<file path="src/rtl/conv_pkg.sv">
// Shared widths for the 8-to-32 deserializer and its 32-to-8 serializer twin.
package conv_pkg;

    localparam int W      = 8;
    localparam int N      = 4;
    localparam int WORD_W = W * N;
    localparam int CNT_W  = $clog2(N);

    // The accumulator only ever needs the first N-1 bytes of a group.
    localparam int ACC_W  = W * (N - 1);

endpackage

</file>
<file path="src/rtl/conv8_32.sv">
// Byte-to-word deserializer: packs N valid bytes (MSB first) into one word held N cycles.
// Optional macro CONV8_32_ERR_EN adds err_frag, a one-cycle pulse when a partial group is dropped.
module conv8_32
    import conv_pkg::*;
(
    input  logic              clk_4f,
    input  logic              reset,
    input  logic [W-1:0]      in_data8,
    input  logic              in8,
    output logic [WORD_W-1:0] out_data32,
    output logic              out32
`ifdef CONV8_32_ERR_EN
    ,
    output logic              err_frag
`endif
);

    logic [CNT_W-1:0]  cnt;
    logic [CNT_W-1:0]  hold;
    logic [ACC_W-1:0]  acc;
    logic [WORD_W-1:0] shifted;
    logic              complete;

    assign shifted  = {acc, in_data8};
    assign complete = in8 && (cnt == CNT_W'(N - 1));

    // A gap in in8 restarts the group, so cnt==0 always marks a word boundary.
    always_ff @(posedge clk_4f) begin
        if (reset) begin
            cnt <= '0;
            acc <= '0;
        end else if (in8) begin
            cnt <= cnt + CNT_W'(1);
            acc <= shifted[ACC_W-1:0];
        end else begin
            cnt <= '0;
            acc <= '0;
        end
    end

    // A fresh completion always wins over hold expiry, keeping out32 high on a steady stream.
    always_ff @(posedge clk_4f) begin
        if (reset) begin
            hold       <= '0;
            out32      <= 1'b0;
            out_data32 <= '0;
        end else if (complete) begin
            hold       <= CNT_W'(N - 1);
            out32      <= 1'b1;
            out_data32 <= shifted;
        end else if (hold != '0) begin
            hold       <= hold - CNT_W'(1);
        end else begin
            out32      <= 1'b0;
            out_data32 <= '0;
        end
    end

`ifdef CONV8_32_ERR_EN
    always_ff @(posedge clk_4f) begin
        if (reset) begin
            err_frag <= 1'b0;
        end else begin
            err_frag <= !in8 && (cnt != '0);
        end
    end
`endif

endmodule

</file>
<file path="config.mk">
export PLATFORM = sky130hd
export DESIGN_NAME = conv8_32
export DESIGN_NICKNAME = d
export VERILOG_FILES = /design/src/rtl/conv_pkg.sv /design/src/rtl/conv8_32.sv
export SDC_FILE = /design/constraint.sdc
export NUM_CORES = 1
export LEC_CHECK = 0
export CAP_MARGIN = 20
export CORE_MARGIN = 2
export CORE_UTILIZATION = 46
export CTS_CLUSTER_DIAMETER = 40
export DETAILED_ROUTE_END_ITERATION = 7
export GPL_TIMING_DRIVEN = 0
export PLACE_DENSITY = 0.75
export SLEW_MARGIN = 20
export SYNTH_ARGS = -nofsm -noshare
export SYNTH_HDL_FRONTEND = slang
export SYNTH_SLANG_ARGS = --single-unit
</file>
<file path="constraint.sdc">
create_clock -name clk_4f -period 1.35 [get_ports clk_4f]
set_clock_uncertainty 0.15 [all_clocks]
set_input_delay 0.2025 -clock clk_4f [delete_from_list [all_inputs] [get_ports clk_4f]]
set_output_delay 0.2025 -clock clk_4f [all_outputs]
set_load 0.01 [all_outputs]
</file>
==> qor.csv <==
metric;value;unit
hold_depth;2;
period_share;96.6;%
synth-xor-area-share;0.385;%
critical_path.max_stage_delay;340;ps
yosys_warnings;0;
ys_seq_elements;61;
row_count;25;
critical_path.startpoint_type;flip-flop;
ys_seq_area_share;53.7;%
synth_fa_ha_area_share;1.10;%
power_frac_seq;44.8;%
reg2reg_to;out_data32[14];
cap_violations;0;
r2r_start;cnt[0];
regToRegSetupSlack;50;ps
drc;0;
die_y;74.3;um
wire_per_inst;12.7;um
synth_top_family_by_area;simple AND/OR/NAND/NOR gates;
cts_buffers;9;
cts_root_buf;clkbuf_8;
reg2reg_depth;6;
grt_pass1_wl;7.22;mm
synth.area.mux_share;0.495;%
drt_iter0_markers;31;
yosysUniqueCellTypes;20;
timing.critical_path.slowest_stage_cell;dfxtp_2;
portBuffers;42;
io_pins;44;
drive_gt1_share;30.5;%
design_area;0.00301;mm^2
place_hpwl;2.92;mm
required;1410;ps
setup_violations;0;
critPathArrivalTime;1370;ps
core-area;0.00475;mm^2
power_per_cell_area;1380;mW/mm^2
sw_frac_of_total;23.9;%
min_to;out_data32[31];
min_period;1300;ps
syn_avg_cell_area;10.7;um^2
outcome;finished clean;
holdWs;13.7;ps
cts_hold_buf;0;
highest_layer;met4;
cts.sinks;61;
p_clk_share;37.7;%
synth-compound-area-share;12.7;%
syn_inst;212;
worstSkewPairLatency;330;ps
post_dp_cell_area;0.00278;mm^2
slew_violations;0;
hp-class;in -> reg;
num_vias;1564;
synthToLayoutAreaGrowth;32.4;%
cts-htree-levels;3;
grt_max_degree;11;
grt_overflow;0;
wl_met2;1.98;mm
die_w;74.3;um
ant_nets;0;
syn_area;0.00227;mm^2
diodes;0;
hp-start;reset;
tightest_slew;308;ps
max_freq;767;MHz
ir_worst_vdd;551;uV
combPwrFrac;17.5;%
critical_path_class;reg -> reg;
grt_pass1_vias;1530;
via_per_inst;4.61;
antenna_found_initial;0;
wl_met3;226;um
gp_congestion;0.676;
path_max_fanout;10;
grtUsageTotal;17.8;%
crit_chain;ha_4 > and2_4 > buf_12 > buf_8 > nand2_1 > a21oi_2;
switchingPower;995;uW
final_nets;280;
start_util;47.8;%
synth_nets;225;
internal_power;3170;uW
clk_pin_slew;70;ps
p_leak;0.00120;uW
wl_met1;2.01;mm
finalPower;4170;uW
slew_headroom;79.5;%
critPathBufInv;2;
synth-simple-area-share;25.5;%
die_area;0.00552;mm^2
cts_tree;built;
crit_family;flip-flops;
hold_viol;0;
cts.path.max_buffers;2;
cp-end-kind;flip-flop;
wl;4.30;mm
drt_first_pass_iters;4;
-- state kept, by name (all words and copies together), names as in the netlist --
register    flops
acc            24
hold            2
out_data32     32
out32           1
cnt             2
-- worst max path at each step --
stage | start | end | slack, ps | cells past startpoint
finish | cnt[0] | out_data32[14] | 50 | 6
global route | cnt[0] | out_data32[5] | -4 | 6
CTS | hold[0] | out_data32[11] | 0.7 | 5
detailed placement | in8 | out_data32[18] | -290 | 5
global placement | in8 | out_data32[14] | -260 | 5
floorplan | hold[0] | out_data32[23] | 60 | 5
-- stage by stage --
stage                     utilization [%]  setup slack, ps  setup TNS (ps)  cells
final                                63.3             46.2               0    339
after global routing                 63.3            -4.32           -14.0    339
after detailed placement             58.4             -289          -12540    321
after floorplan                         -             63.2               0    212
after global placement               58.4             -255          -11720    321
after CTS                            62.5            0.716               0    337
-- final cells by class --
class	instances	area, um^2
flip-flops and latches	61	1220
fillers	435	1740
multi-input cells	133	946
clock inverters	5	50.0
clock buffers	11	141
plain buffers	16	158
repair buffers	44	399
inverters	2	7.51
well taps	67	83.8
-- logic make-up (layout without fill, tap and decap cells) --
group / count (synthesis) / after routing
AO/OA/AOI/OAI: 35 / 35
XOR/XNOR: 1 / 1
adder cells (fa/ha/maj): 2 / 2
buffers and inverters: 18 / 78
flip-flops: 61 / 61
multiplexers: 1 / 1
AND/OR/NAND/NOR: 94 / 94
-- placed cells by master, fill, tap and decap left out --
master | synthesis | routed
clkbuf_8 | 0 | 11
clkbuf_2 | 2 | 2
ha_4 | 0 | 2
nor2b_4 | 1 | 1
nand2_4 | 0 | 1
nand2_2 | 10 | 10
and2_4 | 1 | 1
dlygate4sd2_1 | 0 | 29
nor2b_1 | 1 | 1
buf_4 | 0 | 5
nand2_1 | 23 | 22
clkinv_2 | 0 | 4
bufinv_16 | 0 | 1
buf_2 | 7 | 5
nand2b_1 | 1 | 1
a21oi_2 | 30 | 30
buf_12 | 3 | 3
xor2_1 | 1 | 1
dfxtp_2 | 0 | 3
clkbuf_1 | 3 | 1
clkdlybuf4s50_1 | 0 | 9
buf_6 | 0 | 1
buf_8 | 1 | 1
inv_1 | 2 | 1
nand3b_1 | 32 | 32
a21oi_1 | 5 | 5
inv_2 | 0 | 1
clkdlybuf4s15_1 | 0 | 4
and2_1 | 25 | 25
dfxtp_1 | 61 | 58
mux2_2 | 1 | 1
-- power by group through the flow --
stage | clock, uW | sequential [uW] | combinational (uW)
floorplan | 0 | 1900 | 455
global placement | 0 | 1900 | 602
detailed placement | 0 | 1900 | 618
CTS | 1620 | 1860 | 707
global route | 1680 | 1870 | 801
finish | 1570 | 1870 | 729
-- cell usage after synthesis --
| library cell | instances | area [um^2] |
|---|---|---|
| buf_8 | 1 | 15.0 |
| ha_1 | 2 | 25.0 |
| a21oi_2 | 30 | 263 |
| and2_1 | 25 | 156 |
| xor2_1 | 1 | 8.76 |
| nand3b_1 | 32 | 240 |
| nor2b_4 | 1 | 13.8 |
| buf_12 | 3 | 60.1 |
| inv_1 | 2 | 7.51 |
| mux2_2 | 1 | 11.3 |
| clkbuf_1 | 3 | 11.3 |
| nand2_2 | 10 | 62.6 |
| and2_4 | 1 | 8.76 |
| a21oi_1 | 5 | 25.0 |
| clkbuf_2 | 2 | 10.0 |
| nor2b_1 | 1 | 6.26 |
| dfxtp_1 | 61 | 1220 |
| nand2b_1 | 1 | 6.26 |
| nand2_1 | 23 | 86.3 |
| buf_2 | 7 | 35.0 |
-- layer usage --
metal	global-route usage (%)	vias to the layer above
li1	-	809
met1	21.4	709
met2	28.2	38
met3	6.64	8
met4	8.93	0
met5	0	-
-- what timing repair did --
action                     4_1_cts  5_1_grt
setup buffers                    0        2
setup endpoints to repair       64       37
pin swaps                        1        2
resized for setup               46       14
Note: power is estimated with default switching activity, not from simulation.
